**src/rtl/divider_32bit.sv**
```systemverilog
// ----------------------------------------------------------------------------
// divider_32bit
//
// Multi-cycle restoring divider for the DIV/DIVU/REM/REMU datapath. One
// quotient bit is produced per clock from a 33-bit trial subtraction. The
// operation runs on unsigned magnitudes, and the signs are reapplied in a
// single fix-up cycle.
//
// Timing from the start edge E0:
//   normal:         E1..E32 iterate, E33 fix-up, done high after E33
//   divide by zero: done high directly after E0
//
// Ports:
//   clk          system clock, rising edge
//   rst          asynchronous active-high reset
//   start        operation request, sampled only while idle
//   is_signed    1 = two's-complement operands, 0 = unsigned
//   dividend     numerator, sampled with start
//   divisor      denominator, sampled with start
//   busy         high from the accepting edge until the edge leaving DONE
//   done         one-cycle pulse, results valid
//   quotient     result quotient (held until the next result)
//   remainder    result remainder (held until the next result)
//   div_by_zero  divisor was zero for the last operation
//   overflow     signed -2^31 / -1 for the last operation
// ----------------------------------------------------------------------------
module divider_32bit #(
    parameter int WIDTH = 32
) (
    input  logic             clk,
    input  logic             rst,
    input  logic             start,
    input  logic             is_signed,
    input  logic [WIDTH-1:0] dividend,
    input  logic [WIDTH-1:0] divisor,
    output logic             busy,
    output logic             done,
    output logic [WIDTH-1:0] quotient,
    output logic [WIDTH-1:0] remainder,
    output logic             div_by_zero,
    output logic             overflow
);

    localparam int CNT_W = $clog2(WIDTH);
    localparam logic [WIDTH-1:0] MIN_NEG = {1'b1, {(WIDTH-1){1'b0}}};

    typedef enum logic [1:0] {
        IDLE = 2'd0,
        CALC = 2'd1,
        FIX  = 2'd2,
        DONE = 2'd3
    } state_t;

    state_t state_reg, state_next;

    // Working registers. quo_reg starts out holding the dividend magnitude
    // and is shifted left each iteration, so the quotient bits fill in
    // from the bottom as the dividend bits leave at the top.
    logic [WIDTH-1:0] rem_reg;
    logic [WIDTH-1:0] quo_reg;
    logic [WIDTH-1:0] dvs_mag_reg;
    logic             dvd_neg_reg;
    logic             dvs_neg_reg;
    logic             signed_reg;
    logic             ovf_pend_reg;
    logic [CNT_W-1:0] iter_reg;

    // Result registers, held between operations.
    logic [WIDTH-1:0] quotient_reg;
    logic [WIDTH-1:0] remainder_reg;
    logic             dbz_reg;
    logic             ovf_reg;

    // Operand magnitudes. The magnitude of -2^31 is 32'h8000_0000, which is
    // still correct when the value is read as unsigned.
    logic [WIDTH-1:0] dividend_abs;
    logic [WIDTH-1:0] divisor_abs;
    logic             divisor_zero;

    assign dividend_abs = (is_signed && dividend[WIDTH-1]) ? -dividend : dividend;
    assign divisor_abs  = (is_signed && divisor[WIDTH-1])  ? -divisor  : divisor;
    assign divisor_zero = (divisor == '0);

    // Restoring step. The shifted partial remainder needs WIDTH+1 bits.
    // Because rem < divisor holds, the top bit of the trial difference is a
    // reliable borrow (negative) indicator.
    logic [WIDTH:0] shifted;
    logic [WIDTH:0] trial;

    assign shifted = {rem_reg, quo_reg[WIDTH-1]};
    assign trial   = shifted - {1'b0, dvs_mag_reg};

    // ------------------------------------------------------------------
    // State register
    // ------------------------------------------------------------------
    always_ff @(posedge clk or posedge rst) begin
        if (rst) begin
            state_reg <= IDLE;
        end else begin
            state_reg <= state_next;
        end
    end

    // ------------------------------------------------------------------
    // Next-state logic
    // ------------------------------------------------------------------
    always_comb begin
        state_next = state_reg;
        case (state_reg)
            IDLE: begin
                if (start) begin
                    state_next = divisor_zero ? DONE : CALC;
                end
            end
            CALC: begin
                if (iter_reg == CNT_W'(WIDTH - 1)) begin
                    state_next = FIX;
                end
            end
            FIX:     state_next = DONE;
            DONE:    state_next = IDLE;
            default: state_next = IDLE;
        endcase
    end

    // ------------------------------------------------------------------
    // Datapath
    // ------------------------------------------------------------------
    always_ff @(posedge clk or posedge rst) begin
        if (rst) begin
            rem_reg       <= '0;
            quo_reg       <= '0;
            dvs_mag_reg   <= '0;
            dvd_neg_reg   <= 1'b0;
            dvs_neg_reg   <= 1'b0;
            signed_reg    <= 1'b0;
            ovf_pend_reg  <= 1'b0;
            iter_reg      <= '0;
            quotient_reg  <= '0;
            remainder_reg <= '0;
            dbz_reg       <= 1'b0;
            ovf_reg       <= 1'b0;
        end else begin
            case (state_reg)
                IDLE: begin
                    if (start) begin
                        rem_reg      <= '0;
                        quo_reg      <= dividend_abs;
                        dvs_mag_reg  <= divisor_abs;
                        dvd_neg_reg  <= dividend[WIDTH-1];
                        dvs_neg_reg  <= divisor[WIDTH-1];
                        signed_reg   <= is_signed;
                        ovf_pend_reg <= is_signed && (dividend == MIN_NEG) && (divisor == '1);
                        iter_reg     <= '0;
                        // A zero divisor skips the iterations entirely, so the
                        // results and flags are written at the accepting edge.
                        if (divisor_zero) begin
                            quotient_reg  <= '1;
                            remainder_reg <= dividend;
                            dbz_reg       <= 1'b1;
                            ovf_reg       <= 1'b0;
                        end
                    end
                end
                CALC: begin
                    if (!trial[WIDTH]) begin
                        rem_reg <= trial[WIDTH-1:0];
                        quo_reg <= {quo_reg[WIDTH-2:0], 1'b1};
                    end else begin
                        rem_reg <= shifted[WIDTH-1:0];
                        quo_reg <= {quo_reg[WIDTH-2:0], 1'b0};
                    end
                    iter_reg <= iter_reg + 1'b1;
                end
                FIX: begin
                    // Truncating division: the quotient is negative when the
                    // operand signs differ, and the remainder follows the
                    // dividend's sign.
                    quotient_reg  <= (signed_reg && (dvd_neg_reg ^ dvs_neg_reg)) ? -quo_reg : quo_reg;
                    remainder_reg <= (signed_reg && dvd_neg_reg) ? -rem_reg : rem_reg;
                    dbz_reg       <= 1'b0;
                    ovf_reg       <= ovf_pend_reg;
                end
                default: begin
                end
            endcase
        end
    end

    assign busy        = (state_reg != IDLE);
    assign done        = (state_reg == DONE);
    assign quotient    = quotient_reg;
    assign remainder   = remainder_reg;
    assign div_by_zero = dbz_reg;
    assign overflow    = ovf_reg;

endmodule

```
**config.mk**
```make
export PLATFORM = sky130hd
export DESIGN_NAME = divider_32bit
export DESIGN_NICKNAME = d
export VERILOG_FILES = /design/src/rtl/divider_32bit.sv
export SDC_FILE = /design/constraint.sdc
export NUM_CORES = 1
export LEC_CHECK = 0
export BUFFER_PORTS_ARGS = -buffer_cell sky130_fd_sc_hd__buf_2
export CAP_MARGIN = 20
export CORE_MARGIN = 1.5
export CORE_UTILIZATION = 60
export DETAILED_ROUTE_END_ITERATION = 6
export MAX_ROUTING_LAYER = met4
export PLACE_DENSITY = 0.86
export SYNTH_ARGS = -nofsm -noshare
export SYNTH_HDL_FRONTEND = slang
export SYNTH_SLANG_ARGS = --single-unit
```
**constraint.sdc**
```tcl
create_clock -name clk -period 7.6 [get_ports clk]
set_clock_uncertainty 0.05 [all_clocks]
set_input_delay 1.14 -clock clk [delete_from_list [all_inputs] [get_ports clk]]
set_output_delay 1.14 -clock clk [all_outputs]
set_load 0.005 [all_outputs]
```
== Word level (Yosys, flattened, before mapping) ==
Cells that the tools add are included.

* Equality and inequality tests: 9
* Bitwise operators: 1
* $add $sub $neg: 6
* Reductions and logical operators: 15
* Multiplexer cells: 28

{| class="wikitable"
|+ Operator list
! operator !! number
|-
| $mux 32 || 11
|-
| $pmux 32 s2 || 4
|-
| $neg 32->32 || 4
|-
| $eq 32x32->1 const B || 2
|-
| $sub 33x32->33 || 1
|-
| $logic_not 32->1 || 1
|-
| $pmux 5 s2 || 1
|-
| $pmux 2 s4 || 1
|-
| $logic_and 1x1->1 || 6
|-
| $mux 2 || 3
|-
| $ne 2x2->1 const B || 3
|-
| $reduce_and 2->1 || 3
|-
| $reduce_bool 2->1 || 3
|-
| $add 5x1->5 const B || 1
|-
| $eq 5x5->1 const B || 1
|-
| $mux 1 || 5
|-
| $mux 5 || 1
|-
| $eq 2x2->1 const B || 2
|-
| $pmux 1 s2 || 2
|-
| $reduce_and 3->1 || 1
|-
| $eq 2x1->1 const B || 1
|-
| $logic_not 2->1 || 1
|-
| $xor 1x1->1 || 1
|}

* Bits of input ports: 68
* Word-level logic and storage cells: 72
* Bits in registers: 173

== Logic depth before layout (Yosys ltp) ==
Gate-level depths: netlist (run 1).

* Depth in word-level cells: 4
* Mapped depth: 14
* Gate-level depth less buffers: 12

== Worst setup path after synthesis (run 1) ==
No wires, ideal clock.

* Path kind: input -> register
* Start point: input port divisor[6]
* End point: register remainder_reg[10] (netlist: remainder[10])
* Stages on the path: 11
* Setup slack: 4.151 ns
* Buffers on the path: 2
* Data required time: 7.426 ns
* Arrival time: 3.275 ns
* Path through: or4_4 nor3_4 and3_1 and2_4 nand2_1 or4_4 a21boi_4 buf_6 buf_6 nand2_1 o21ai_1

* Longest elaborated chain between the ends: 3

{| class="wikitable"
|+ Ends and longest elaborated chain
! element !! RTL line !! RTL
|-
| start, declared || 35 || <nowiki>input logic [WIDTH-1:0] divisor,</nowiki>
|-
| $logic_not 32->1 || 82 || <nowiki>assign divisor_zero = (divisor == '0);</nowiki>
|-
| $ne 2x2->1 (no source line) || -- ||
|-
| $reduce_and 3->1 (no source line) || -- ||
|-
| end signal, assigned || 159 || <nowiki>remainder_reg <= dividend;</nowiki>
|-
| end signal, assigned || 180 || <nowiki>remainder_reg <= (signed_reg && dvd_neg_reg) ? -rem_reg : rem_reg;</nowiki>
|-
| end, declared || 70 || <nowiki>logic [WIDTH-1:0] remainder_reg;</nowiki>
|}

No other way between the ends.
A chain may end at the register's enable or synchronous reset.

== Worst setup path in the final report (run 1) ==
* Start point: register quo_reg[31]
* End point: register rem_reg[29]

* Longest elaborated chain between the ends: 3

{| class="wikitable"
|+ Ends and longest elaborated chain
! element !! RTL line !! RTL
|-
| start, declared || 60 || <nowiki>logic [WIDTH-1:0] quo_reg;</nowiki>
|-
| start signal, assigned || 148 || <nowiki>quo_reg <= dividend_abs;</nowiki>
|-
| start signal, assigned || 168 || <nowiki>quo_reg <= {quo_reg[WIDTH-2:0], 1'b1};</nowiki>
|-
| start signal, assigned || 171 || <nowiki>quo_reg <= {quo_reg[WIDTH-2:0], 1'b0};</nowiki>
|-
| $sub 33x32->33 || 91 || <nowiki>assign trial = shifted - {1'b0, dvs_mag_reg};</nowiki>
|-
| $mux 32 || 166 || <nowiki>if (!trial[WIDTH]) begin</nowiki>
|-
| $pmux 32 s2 || 144 || <nowiki>case (state_reg)</nowiki>
|-
| end signal, assigned || 167 || <nowiki>rem_reg <= trial[WIDTH-1:0];</nowiki>
|-
| end signal, assigned || 170 || <nowiki>rem_reg <= shifted[WIDTH-1:0];</nowiki>
|-
| end, declared || 59 || <nowiki>logic [WIDTH-1:0] rem_reg;</nowiki>
|}

No other way between the ends.

==> metrics.csv, run 1 <==
stage,metric,value,unit
global_route,grt_max_degree,88,
run,maxCapViolCount,0,
pwr,pwr-share-clk,13.6,%
finish,fin_nets,1657,
critical_path,crit_buf_inv,1,
timing,maxSlewHeadroom,27.74,%
die,coreArea,19400,µm²
cts,cts_root_buf,clkbuf_16,
die,die_w,143.5,µm
synthesis,synth_edf_count,0,
min_path,hp-class,flop to flop,
cts,cts_setup_buffers,0,
pwr,power_density,471.3,nW/µm²
timing,setup_viol,0,
global_route,grt_pass1_wl,51060,µm
synthesis,synthTopCellsByCount,"nand2_1, dfrtp_1, nor2_1, a21oi_1, o21ai_0",
pwr,p_seq_share,27.9,%
critical_path,crit_chain,inv_1 -> ha_1 -> fa_1 -> nand2b_1 -> a21oi_1 -> o21ai_1 -> o211ai_1 -> nand3_1 -> o2111ai_1 -> a21oi_1 -> nor2_2 -> o211ai_1,
cts,hold_buffers,0,
timing,period_needed,4.148,ns
placement,placement.io_buffers,135,
timing,rsz0062_at_grt,no,
pwr,comb_power_share,58.5,%
global_route,grt_pass1_vias,10077,
critical_path,r2r_setup_slack,3.45,ns
routing,postRouteAntennaNets,0,
critical_path,startpoint,quo_reg[31]$_DFFE_PP0P_,
finish,n_fill_cell,1601,
min_path,hold_depth,2,
synthesis,synth-warning-count,0,
critical_path,crit_family,compound AO/OA/AOI/OAI gates,
critical_path,cp-end-kind,flop,
pwr,peakVddDrop,0.1973,mV
critical_path,worst_ep_required_time,7.82,ns
synthesis,netlist_top_cells_area,"dfrtp_1, nand2_1, a21oi_1",
global_route,antenna_found_initial,0,
synthesis,synth_area_leader_cell,dfrtp_1,
die,io_pins,136,
die,start_util,61.07,%
synthesis,syn-num-nets,1571,
critical_path,arrival,4.37,ns
global_route,grt_usage,32.40,%
timing,finalHoldViolations,0,
placement,dp_slack,3.394,ns
critical_path,r2r-end,rem_reg[29]$_DFFE_PP0P_,
timing,setup_tns,0,ns
cts,clkTransAtPathRegs,0.07,ns
outcome,violations,DRC,
timing,worst_pin_slew,1.083,ns
pwr,p_leak,5.821,nW
critical_path,critical_path.max_stage_delay,0.88,ns
cts,numCtsBuffers,17,
synthesis,async_flop_share,100.0,%
synthesis,synth_area,11850,µm²
die,die_y,143.5,µm
cts,clock_latency,0.44,ns
timing,hold_ws,0.4287,ns
synthesis,yosysMostFrequentCell,nand2_1,
cts,cts_resized,0,
global_route,use_met3,5.098,%
critical_path,crit_slowest_cell,nor2_2,
routing,wl_per_cell,17.47,µm
min_path,min_from,remainder[22]$_DFFE_PP0P_,
timing,period_share,54.58,%
finish,final_util,68.09,%
routing,routed_wl,31870,µm
outcome,status,finished with violations,
synthesis,ys_seq_elements,173,
routing,drt_pass1_iterations,7,
routing,drc_errors,17,
synthesis,syn-instance-count,1459,
cts,cts_tree,done,
die,row_count,51,
finish,final_area,13210,µm²
finish,drive_gt1_share,12.90,%
synthesis,synthFlopType,dfrtp_1,
synthesis,synth_seq_area_share,36.54,%
global_route,gr-total-overflow,0,
synthesis,synth_top_area_share,36.54,%
global_route,met2_usage,50.33,%
die,dieArea,20600,µm²
routing,drt-initial-drc-count,1062,
critical_path,worstSetupStartpointType,flop,
synthesis,yosysUniqueCellTypes,71,
finish,syn_to_final_growth,11.48,%
global_route,use_met1,42.94,%
timing,slew_violations,0,
pwr,switchingPower,3.081,mW
routing,viasPerCell,6.075,
critical_path,r2r_cells,12,
global_route,busiest_layer,met2,
pwr,switching_share,49.50,%
placement,place.gp.congestion,0.9494,
timing,setup_slack,3.452,ns
min_path,min_to,remainder[22]$_DFFE_PP0P_,
critical_path,path_max_fanout,26,
cts,h-tree-depth,4,
cts,cts_sinks,173,
cts,cts_buffer_depth,2,
critical_path,rr_startpoint,quo_reg[31]$_DFFE_PP0P_,
placement,dpl_cell_area,12610,µm²
timing,fmax,241.1,MHz
placement,hpwl,23690,µm
routing,via_count,11081,
pwr,p_int,3.143,mW
synthesis,avgSynthCellArea,8.120,µm²
critical_path,path_class,flop to flop,
-- kinds of logic (layout without fill, tap and decap cells) --
family	Yosys count	after routing	synth area share, %
adder cells (fa/ha/maj)	44	44	4.710
buffers and inverters	143	242	5.037
AO/OA/AOI/OAI	439	439	22.30
multiplexers	18	18	1.552
AND/OR/NAND/NOR	503	503	19.58
flip-flops	173	173	36.54
other	0	1	0
XOR/XNOR	139	139	10.28
-- routing by layer --
metal | share of wire, % | vias to the layer above | wire length, µm
li1 | - | 5341 | -
met1 | 43 | 5137 | 13650
met2 | 46 | 540 | 14580
met3 | 8.5 | 63 | 2708
met4 | 2.9 | 0 | 928
met5 | 0 | - | 0
-- final cells by class --
cell class | instances | area [µm²] | area share [%]
inverters | 63 | 241.5 | 1.828
multi-input cells | 1143 | 6948 | 52.60
flip-flops and latches | 173 | 4329 | 32.78
repair buffers | 147 | 785.8 | 5.949
clock buffers | 17 | 425.4 | 3.221
diodes | 1 | 2.502 | 0.01895
well taps | 265 | 331.6 | 2.510
clock inverters | 15 | 143.9 | 1.089
-- stage by stage --
step,cells,total power [mW]
floorplan,1459,4.400
global route,1823,6.724
finish,1824,6.225
global placement,1790,5.155
CTS,1822,6.159
detailed placement,1790,5.291
-- tightest hold or removal path, stage by stage (launching register included) --
cell     delay, ns
dfrtp_1       0.34
nand2_1       0.04
o21ai_0       0.06
-- power groups by stage --
stage               Sequential, mW  Combinational [mW]  Clock [mW]
floorplan                     1.61                2.79           0
global placement              1.71                3.44           0
detailed placement            1.74                3.56           0
CTS                           1.72                3.59       0.853
global route                  1.78                4.05       0.892
finish                        1.74                3.64       0.847
-- how the worst max path moves through the flow --
stage	slack (ns)	end	cells past startpoint
2_1_floorplan	1.72	div_by_zero$_DFFE_PP0P_	1
3_3_place_gp	3.49	quotient[31]$_DFFE_PP0P_	11
3_5_place_dp	3.39	quotient[30]$_DFFE_PP0P_	11
4_1_cts	3.50	rem_reg[29]$_DFFE_PP0P_	12
5_1_grt	3.16	rem_reg[9]$_DFFE_PP0P_	12
6_report	3.45	rem_reg[29]$_DFFE_PP0P_	12
-- cells in the final DEF (no fill, tap or decap), types with 3 or more instances in the layout --
cell	count
and2_1	11
buf_4	11
o21ai_0	129
o21a_1	3
a31oi_1	36
a211oi_1	5
nand3_1	22
or4_1	7
inv_1	61
nand4_1	24
a21oi_1	133
xnor2_1	75
nor3_1	29
nor2b_1	3
nand2b_1	12
dfrtp_1	173
nor2_1	134
and3_1	14
nor4_1	13
a21o_1	16
a22o_1	4
mux2_2	3
o41ai_1	7
o31ai_1	14
or3_1	14
nand3b_1	4
inv_6	8
mux2i_1	15
clkbuf_16	17
o21ai_1	20
xor2_1	64
a221o_1	15
o22a_1	5
buf_2	135
o211ai_1	25
o21bai_1	6
ha_1	41
nor3b_1	3
nand2_1	198
Note: power is estimated with default switching activity, not from simulation.
==> run 2, diff against run 1 <==
clock period = 4.18 ns   (was 7.6 ns; I/O delays follow)
==> metrics.csv, run 2 (same netlist as run 1, synthesis figures left out) <==
stage,metric,value,unit,change
pwr,switchingPower,5.660,mW,was 3.081 mW
timing,period_needed,3.598,ns,was 4.148 ns
die,row_count,51,,unchanged
timing,rsz0062_at_grt,no,,unchanged
pwr,power_density,863.3,nW/µm²,was 471.3 nW/µm²
timing,setup_tns,0,ns,unchanged
critical_path,worstSetupStartpointType,flop,,unchanged
pwr,pwr-share-clk,13.8,%,was 13.6%
die,die_y,143.5,µm,unchanged
global_route,grt_pass1_wl,50490,µm,"was 51,060 µm"
critical_path,crit_chain,inv_1 -> ha_1 -> fa_1 -> nand2b_1 -> a21oi_1 -> o21ai_1 -> o211ai_1 -> nand3_1 -> o2111ai_1 -> a21o_1 -> buf_4 -> a211oi_1 -> a221o_1,,was inv_1 -> ha_1 -> fa_1 -> nand2b_1 -> a21oi_1 -> o21ai_1 -> o211ai_1 -> nand3_1 -> o2111ai_1 -> a21oi_1 -> nor2_2 -> o211ai_1
critical_path,crit_family,compound AO/OA/AOI/OAI gates,,unchanged
die,coreArea,19400,µm²,unchanged
placement,place.gp.congestion,0.9337,,was 0.9494
die,die_w,143.5,µm,unchanged
die,start_util,61.07,%,unchanged
critical_path,r2r_setup_slack,0.58,ns,was 3.45 ns
pwr,p_seq_share,27.3,%,was 27.9%
critical_path,path_class,flop to flop,,unchanged
timing,finalHoldViolations,0,,unchanged
global_route,gr-total-overflow,0,,unchanged
cts,cts_setup_buffers,0,,unchanged
timing,hold_ws,0.2577,ns,was 0.4287 ns
critical_path,crit_buf_inv,2,,was 1
finish,n_fill_cell,1608,,"was 1,601"
finish,ff_latch_area,4329,µm²,unchanged
pwr,p_leak,5.874,nW,was 5.821 nW
routing,viasPerCell,6.067,,was 6.075
pwr,comb_power_share,58.9,%,was 58.5%
critical_path,crit_slowest_cell,fa_1,,was nor2_2
finish,fin_cells,1831,,"was 1,824"
placement,hpwl,23850,µm,"was 23,690 µm"
cts,clkTransAtPathRegs,0.07,ns,about the same
finish,multiInputGateArea,6948,µm²,unchanged
cts,hold_buffers,0,,unchanged
placement,place_inst,1797,,"was 1,790"
timing,setup_slack,0.5820,ns,was 3.452 ns
placement,dp_slack,0.6326,ns,was 3.394 ns
critical_path,cp-end-kind,flop,,unchanged
finish,layout_common_cells,"nand2_1, dfrtp_1, buf_2, nor2_1, a21oi_1",,unchanged
critical_path,arrival,3.87,ns,was 4.37 ns
timing,fmax,277.9,MHz,was 241.1 MHz
timing,slew_violations,0,,unchanged
critical_path,critical_path.max_stage_delay,0.40,ns,was 0.88 ns
timing,setup_viol,0,,unchanged
run,maxCapViolCount,0,,unchanged
routing,routed_wl,31930,µm,"was 31,870 µm"
cts,h-tree-depth,4,,unchanged
global_route,antenna_found_initial,1,,was 0
pwr,p_int,5.854,mW,was 3.143 mW
min_path,hp-class,input pin to async pin,,was flop to flop
pwr,peakVddDrop,0.4117,mV,was 0.1973 mV
finish,syn_to_final_growth,12.58,%,was 11.48%
cts,clock_latency,0.44,ns,about the same
cts,cts_tree,done,,unchanged
timing,period_share,86.08,%,was 54.58%
routing,postRouteAntennaNets,0,,unchanged
cts,cts_resized,0,,unchanged
routing,drt_pass1_iterations,5,,was 7
routing,drc_errors,0,,was 17
global_route,grt_max_degree,68,,was 88
finish,fin_nets,1664,,"was 1,657"
outcome,status,"finished, final reports clean",,was finished with violations
routing,drt-initial-drc-count,998,,"was 1,062"
pwr,switching_share,49.16,%,was 49.50%
timing,worst_pin_slew,0.9396,ns,was 1.083 ns
timing,maxSlewHeadroom,37.32,%,was 27.74%
cts,cts_sinks,173,,unchanged
cts,cts_root_buf,clkbuf_16,,unchanged
routing,via_count,11109,,"was 11,081"
critical_path,worst_ep_required_time,4.45,ns,was 7.82 ns
global_route,grt_usage,32.18,%,was 32.40%
cts,cts_buffer_depth,2,,unchanged
finish,final_common_cell,nand2_1,,unchanged
die,dieArea,20600,µm²,unchanged
global_route,grt_pass1_vias,9823,,"was 10,077"
finish,drive_gt1_share,13.29,%,was 12.90%
placement,placement.io_buffers,135,,unchanged
cts,numCtsBuffers,17,,unchanged
critical_path,path_max_fanout,33,,was 26
routing,wl_per_cell,17.44,µm,was 17.47 µm
die,io_pins,136,,unchanged
## run 2: cell count changes in the layout (fill, tap and decap cells not counted)
cell        delta
buf_12         +6
buf_16         -1
buf_4          +2
clkinv_2       -2
clkinv_8       +1
clkinvlp_4     +2
inv_6          -5
inv_8          +4
## run 2: worst paths after layout
kind / startpoint / endpoint / depth (start not counted)
max: quo_reg[31]$_DFFE_PP0P_ / rem_reg[16]$_DFFE_PP0P_ / 13
max in group asynchronous: rst / dvd_neg_reg$_DFFE_PP0P_ / 3
min: rst / remainder[10]$_DFFE_PP0P_ / 3
min in group clk: div_by_zero$_DFFE_PP0P_ / div_by_zero$_DFFE_PP0P_ / 2
min reg2reg: div_by_zero$_DFFE_PP0P_ / div_by_zero$_DFFE_PP0P_ / 2
max reg2reg: quo_reg[31]$_DFFE_PP0P_ / rem_reg[16]$_DFFE_PP0P_ / 13
## run 2: final cells by class
type	instances	area share [%]
well taps	265	2.486
clock inverters	15	1.257
clock buffers	17	3.189
diodes	1	0.01876
flip-flops and latches	173	32.46
inverters	63	1.801
repair buffers	154	6.698
multi-input cells	1143	52.09
## run 2: routing by layer
layer | wire [µm] | global-route usage (%)
met4 | 1135 | 13.48
met2 | 14460 | 48.99
met5 | 0 | -
met3 | 2581 | 4.565
met1 | 13750 | 43.19
## run 2: worst reg2reg max path, cell delays in order, from the launching register on
cell and delay, ns:
dfrtp_1 0.33, inv_1 0.08, ha_1 0.25, fa_1 0.40, nand2b_1 0.18, a21oi_1 0.24, o21ai_1 0.19, o211ai_1 0.28
nand3_1 0.21, o2111ai_1 0.36, a21o_1 0.16, buf_4 0.32, a211oi_1 0.15, a221o_1 0.30
## run 2: power groups by stage
stage	sequential, mW	clock (mW)	combinational, mW
after detailed placement	3.15	0	6.64
after CTS	3.12	1.60	6.68
after global routing	3.23	1.67	7.53
after global placement	3.12	0	6.45
after floorplan	2.92	0	5.08
final	3.15	1.59	6.78
## run 2: through the flow
stage	power (mW)	util [%]	cell area, µm²
final	11.51	68.76	13340
after global routing	12.42	68.76	13340
after CTS	11.40	68.64	13320
after detailed placement	9.788	65.58	12720
after global placement	9.565	65.58	12720
after floorplan	8.000	-	11850
